## src/rtl/dtw_pkg.sv

```systemverilog
// Shared types and field layout for the DTW backtrace path writer.
package dtw_pkg;

  typedef enum logic [1:0] {
    ST_IDLE,
    ST_RUN,
    ST_DRAIN,
    ST_TRAILER
  } wr_state_e;

  localparam int DTW_LEN_W   = 7;
  localparam int DTW_SCORE_W = 16;

  // Trailer word: {9'b0, len[6:0], score[15:0]}
  localparam int TRL_SCORE_LSB = 0;
  localparam int TRL_LEN_LSB   = 16;

  // Backtrace word: {3'b0, tidx[4:0], 3'b0, ridx[4:0], score[15:0]}
  localparam int BT_IDX_W      = 5;
  localparam int BT_SCORE_LSB  = 0;
  localparam int BT_RIDX_LSB   = 16;
  localparam int BT_TIDX_LSB   = 24;

  function automatic logic [31:0] pack_trailer(input logic [DTW_LEN_W-1:0]   len,
                                               input logic [DTW_SCORE_W-1:0] score);
    logic [31:0] w;
    w = '0;
    w[TRL_LEN_LSB   +: DTW_LEN_W]   = len;
    w[TRL_SCORE_LSB +: DTW_SCORE_W] = score;
    return w;
  endfunction

endpackage

```

## src/rtl/dtw_wr_fifo.sv

```systemverilog
// Small synchronous FIFO buffering backtrace words ahead of the SRAM port.
module dtw_wr_fifo #(
  parameter int DEPTH = 8,
  parameter int WIDTH = 32
) (
  input  logic             clk,
  input  logic             nrst,
  input  logic             i_push,
  input  logic [WIDTH-1:0] i_wdata,
  input  logic             i_pop,
  output logic [WIDTH-1:0] o_rdata,
  output logic             o_full,
  output logic             o_empty,
  output logic             o_one
);

  localparam int AW = $clog2(DEPTH);

  logic [WIDTH-1:0] r_mem [DEPTH];
  logic [AW-1:0]    r_wp, r_rp;
  logic [AW:0]      r_cnt;
  logic             w_push, w_pop;

  assign o_full  = (r_cnt == (AW+1)'(DEPTH));
  assign o_empty = (r_cnt == '0);
  assign o_one   = (r_cnt == (AW+1)'(1));
  assign o_rdata = r_mem[r_rp];

  // A push into a full FIFO is legal only when the head leaves in the same cycle.
  assign w_pop  = i_pop & ~o_empty;
  assign w_push = i_push & (~o_full | w_pop);

  always_ff @(posedge clk or negedge nrst) begin
    if (!nrst) begin
      r_wp  <= '0;
      r_rp  <= '0;
      r_cnt <= '0;
    end else begin
      if (w_push) r_wp <= r_wp + AW'(1);
      if (w_pop)  r_rp <= r_rp + AW'(1);
      if (w_push & ~w_pop)      r_cnt <= r_cnt + (AW+1)'(1);
      else if (w_pop & ~w_push) r_cnt <= r_cnt - (AW+1)'(1);
    end
  end

  always_ff @(posedge clk) begin
    if (w_push) r_mem[r_wp] <= i_wdata;
  end

endmodule

```

## src/rtl/dtw_path_writer.sv

```systemverilog
// Buffers the backtrace word stream and writes it to the result SRAM, then a
// trailer {len, score} at the frame base address.
module dtw_path_writer
  import dtw_pkg::*;
#(
  parameter int ADDR_W     = 10,
  parameter int FIFO_DEPTH = 8,
  parameter int BASE_ADDR  = 0
) (
  input  logic              clk,
  input  logic              nrst,
  input  logic              i_bt_start,
  input  logic              i_bt_end,
  input  logic [31:0]       i_data,
  input  logic              i_sram_gnt,
  output logic              o_sram_we,
  output logic [ADDR_W-1:0] o_sram_addr,
  output logic [31:0]       o_sram_wdata,
  output logic              o_busy,
  output logic              o_done,
  output logic [6:0]        o_len,
  output logic              o_err
);

  localparam logic [ADDR_W-1:0] L_BASE  = ADDR_W'(BASE_ADDR);
  localparam logic [ADDR_W-1:0] L_FIRST = L_BASE + ADDR_W'(1);

  wr_state_e               r_state, w_nxt;
  logic                    r_start_q;
  logic [ADDR_W-1:0]       r_ptr;
  logic [DTW_LEN_W-1:0]    r_len, w_len_base, w_len_nxt;
  logic [DTW_SCORE_W-1:0]  r_score;
  logic                    r_err, r_done;

  logic        w_frame_start, w_push_req, w_push_ok, w_drop, w_trunc;
  logic        w_fifo_we, w_pop, w_trl_we;
  logic        w_full, w_empty, w_one;
  logic [31:0] w_head;

  dtw_wr_fifo #(.DEPTH(FIFO_DEPTH), .WIDTH(32)) u_fifo (
    .clk     (clk),
    .nrst    (nrst),
    .i_push  (w_push_req),
    .i_wdata (i_data),
    .i_pop   (w_pop),
    .o_rdata (w_head),
    .o_full  (w_full),
    .o_empty (w_empty),
    .o_one   (w_one)
  );

  always_comb begin
    w_frame_start = (r_state == ST_IDLE) & i_bt_start & ~r_start_q;
    w_push_req    = w_frame_start | ((r_state == ST_RUN) & i_bt_start);
    w_fifo_we     = ((r_state == ST_RUN) | (r_state == ST_DRAIN)) & ~w_empty;
    w_pop         = w_fifo_we & i_sram_gnt;
    w_push_ok     = w_push_req & (~w_full | w_pop);
    w_drop        = w_push_req & ~w_push_ok;
    w_trunc       = (r_state == ST_RUN) & ~i_bt_start;
    w_trl_we      = (r_state == ST_TRAILER);

    w_len_base = w_frame_start ? '0 : r_len;
    w_len_nxt  = w_len_base;
    if (w_push_ok && (w_len_base != '1)) w_len_nxt = w_len_base + DTW_LEN_W'(1);

    w_nxt = r_state;
    case (r_state)
      ST_IDLE:    if (w_frame_start) w_nxt = i_bt_end ? ST_DRAIN : ST_RUN;
      ST_RUN:     if (!i_bt_start || i_bt_end) w_nxt = ST_DRAIN;
      // Leave once the FIFO is (or is about to be) empty so the trailer follows the last word.
      ST_DRAIN:   if (w_empty || (w_one && w_pop)) w_nxt = ST_TRAILER;
      ST_TRAILER: if (i_sram_gnt) w_nxt = ST_IDLE;
      default:    w_nxt = ST_IDLE;
    endcase
  end

  always_ff @(posedge clk or negedge nrst) begin
    if (!nrst) begin
      r_state   <= ST_IDLE;
      r_start_q <= 1'b0;
      r_ptr     <= L_FIRST;
      r_len     <= '0;
      r_score   <= '0;
      r_err     <= 1'b0;
      r_done    <= 1'b0;
    end else begin
      r_state   <= w_nxt;
      r_start_q <= i_bt_start;
      r_len     <= w_len_nxt;
      r_done    <= w_trl_we & i_sram_gnt;
      r_err     <= (w_frame_start ? 1'b0 : r_err) | w_drop | w_trunc;
      if (w_push_ok) r_score <= i_data[BT_SCORE_LSB +: DTW_SCORE_W];
      if (w_frame_start) r_ptr <= L_FIRST;
      else if (w_pop)    r_ptr <= r_ptr + ADDR_W'(1);
    end
  end

  // SRAM outputs are muxes of flops only; no input-to-output combinational path.
  assign o_sram_we    = w_fifo_we | w_trl_we;
  assign o_sram_addr  = w_trl_we ? L_BASE : (w_fifo_we ? r_ptr : '0);
  assign o_sram_wdata = w_trl_we ? pack_trailer(r_len, r_score) : (w_fifo_we ? w_head : '0);
  assign o_busy       = (r_state != ST_IDLE);
  assign o_done       = r_done;
  assign o_len        = r_len;
  assign o_err        = r_err;

endmodule

```

## config.mk

```make
export PLATFORM = sky130hd
export DESIGN_NAME = dtw_path_writer
export DESIGN_NICKNAME = d
export VERILOG_FILES = /design/src/rtl/dtw_pkg.sv /design/src/rtl/dtw_wr_fifo.sv /design/src/rtl/dtw_path_writer.sv
export SDC_FILE = /design/constraint.sdc
export NUM_CORES = 1
export LEC_CHECK = 0
export BUFFER_PORTS_ARGS = -buffer_cell sky130_fd_sc_hd__clkbuf_2
export CAP_MARGIN = 25
export CORE_UTILIZATION = 64
export CTS_BUF_LIST = sky130_fd_sc_hd__clkbuf_16
export CTS_CLUSTER_SIZE = 16
export DETAILED_ROUTE_END_ITERATION = 6
export PLACE_DENSITY_LB_ADDON = 0.25
export RECOVER_POWER = 100
export SLEW_MARGIN = 20
export SYNTH_ARGS = -nofsm -noshare
export SYNTH_HDL_FRONTEND = slang
export SYNTH_SLANG_ARGS = --single-unit
```

## constraint.sdc

```tcl
create_clock -name clk -period 11.59 [get_ports clk]
set_input_delay 2.318 -clock clk [delete_from_list [all_inputs] [get_ports clk]]
set_output_delay 2.318 -clock clk [all_outputs]
set_load 0.1 [all_outputs]
```

==> flow_summary.json <==
{
  "async_flop_share_pct": 15.8,
  "skew_ns": 0.0103,
  "cap_violations": 6,
  "initial_utilization_pct": 65.3,
  "dp.cells": 961,
  "ys.flop_type": "edfxtp_1",
  "layout.cells.non_filler": 1013,
  "vias": 6318,
  "antenna_found_initial": 0,
  "ys_ff_latch": 304,
  "insertion_delay_ns": 0.54,
  "yosysTopAreaCell": "edfxtp_1",
  "synth_area_leaders": "edfxtp_1 63%, mux4_2 12%, dfrtp_1 9.6%",
  "fin_nets": 809,
  "syn-num-nets": 697,
  "synth_compound_area_share_pct": 2.16,
  "numCtsBuffers": 29,
  "clock.fmax_ghz": 0.129,
  "wl_mm": 24.5,
  "num_rows": 50,
  "grt_pass1_wl_mm": 38.1,
  "fin_crit_sh_pct": 66.9,
  "htreeDepth": 1,
  "synthMuxAreaShare_pct": 16.6,
  "hold_buffers": 0,
  "period_needed_ns": 7.75,
  "core_sq_um": 18800,
  "fill_cells": 1166,
  "hp-start": "r_score[3]",
  "area_delta_synth_final_pct": 11.2,
  "wl_per_cell_um": 24.2,
  "worstPathArrival_ns": 5.44,
  "die_area_sq_um": 19700,
  "worstMarginPinSlew_ns": 2.84,
  "startpoint": "u_fifo.r_rp[1]",
  "grt_max_degree": 54,
  "maxSlewViolCount": 170,
  "synth-edff-count": 256,
  "worstSetupPathType": "register to primary output",
  "maxSlewHeadroom_pct": -89.5,
  "status": "complete, but fails checks",
  "grt_use_total_pct": 26.2,
  "path_clk_slew_ns": 0.06,
  "worstPathRequired_ns": 9.27,
  "first_pass_iters": 5,
  "yosysMostFrequentCell": "edfxtp_1",
  "ys_top_cells_by_count": "256 x edfxtp_1, 64 x mux4_2, 47 x dfrtp_1",
  "ioPinCount": 90,
  "rsz0062_at_grt": "false",
  "drtAntennaViolNets": 0,
  "root_buffer": "clkbuf_16",
  "post-route-util_pct": 72.6,
  "first_global_vias": 6716,
  "cts_sinks": 304,
  "setup_tns_ns": 0,
  "vias_per_cell": 6.24,
  "post_cts_buffers": 0,
  "yosysUniqueCellTypes": 46,
  "crit_path_end_kind": "primary output",
  "place.gp.congestion": 0.794,
  "yosys.area_share.simple_pct": 4.45,
  "syn-instance-count": 646,
  "place_hpwl_mm": 14.3,
  "yosys_warnings": 0,
  "io_buffers": 89,
  "fin_ws_ns": 3.84,
  "cts_tree": "built",
  "worstHoldPathType": "register to register",
  "hold_viol": 0,
  "cts_buffer_depth": 3,
  "synthAdderAreaFrac_pct": 1.43,
  "r2r-start": "r_state[0]",
  "drc": 0,
  "synth-xor-area-share_pct": 1.21,
  "grt-ovfl-total": 0,
  "post_cts_resized": 0,
  "antennaDiodeCount": 0,
  "failed_checks": "capacitance limit, slew limit",
  "syn_area_sq_um": 12300,
  "syn_avg_cell_area_sq_um": 19.0,
  "synth_top_family_by_area": "multiplexers",
  "cp_max_fo": 44,
  "setup_viol_count_final": 0,
  "fp.dieH_um": 140,
  "initialDrtViolationCount": 521,
  "yosysSeqAreaShare_pct": 72.5,
  "yosysTopAreaCellShare_pct": 62.7,
  "crit_path_start_kind": "register",
  "die_width_um": 140,
  "place_ws_ns": 6.38,
  "drive_gt1_share_pct": 16.7
}
-- metrics by stage --
stage          instance area [sq um]  hold slack, ns
5_1_grt                        13600           0.521
4_1_cts                        13900           0.512
3_3_place_gp                   13100           0.491
2_1_floorplan                  12300           0.479
6_report                       13600           0.511
3_5_place_dp                   13100           0.498
-- layout make-up --
class / instances / area (sq um) / area share (%)
well taps: 234 / 293 / 2.15
flip-flops and latches: 304 / 8890 / 65.3
clock inverters: 23 / 104 / 0.762
clock buffers: 29 / 726 / 5.32
inverters: 12 / 45.0 / 0.330
repair buffers: 110 / 438 / 3.21
multi-input cells: 301 / 3130 / 23.0
-- cell families (layout without fill, tap and decap cells) --
| group | count (synthesis) | in the layout |
|---|---|---|
| xor gates and xnor gates | 17 | 17 |
| DFF | 304 | 304 |
| muxes | 121 | 121 |
| buffers and inverters | 41 | 174 |
| AOI/OAI and AO/OA | 44 | 44 |
| adders and majority gates | 14 | 14 |
| and+or+nand+nor | 105 | 105 |
-- sequential cells by signal, summed over array words and instances, names as in the netlist --
signal,flops
u_fifo.r_mem,256
r_score,16
r_ptr,10
o_len,7
u_fifo.r_cnt,4
u_fifo.r_rp,3
u_fifo.r_wp,3
r_state,2
o_done,1
o_err,1
r_start_q,1
-- path summary, 6_finish.rpt --
kind	endpoint	slack, ns	depth (start not counted)
hold reg to reg	r_score[3]	0.51	1
setup / recovery	o_sram_wdata[0]	3.84	5
min in group asynchronous	r_ptr[7]	2.78	2
hold / removal	r_score[3]	0.51	1
setup reg to reg	u_fifo.r_mem[2][16]	6.34	8
max in group asynchronous	u_fifo.r_rp[0]	6.80	2
-- placed cells by master, fill, tap and decap left out, types with 7 or more instances in the layout --
| master | count |
|---|---|
| clkinv_1 | 7 |
| and2_1 | 10 |
| xor2_1 | 13 |
| nand2_1 | 37 |
| edfxtp_1 | 256 |
| nor2_1 | 22 |
| mux2i_1 | 38 |
| o21ai_0 | 25 |
| ha_1 | 14 |
| clkbuf_16 | 29 |
| dfrtp_1 | 45 |
| inv_1 | 21 |
| mux4_2 | 64 |
| clkbuf_1 | 101 |
| a21oi_1 | 8 |
| mux2_2 | 18 |
-- metal layers --
metal	share of wire [%]	GRT usage, %	vias up
li1	-	-	2778
met1	40	34.8	3252
met2	52	45.2	237
met3	5.8	3.52	51
met4	2.4	8.79	0
met5	0	0	-
-- critical path: stages, from the launching register on --
cell      delay [ns]
dfrtp_1         1.06
clkbuf_1        2.01
mux4_2          0.56
mux2i_1         0.08
o21ai_0         0.28
clkbuf_1        0.89
Power is left out: the tool's default activity adds up to more than one toggle a clock period on the data nets, which glitch-free logic cannot reach.
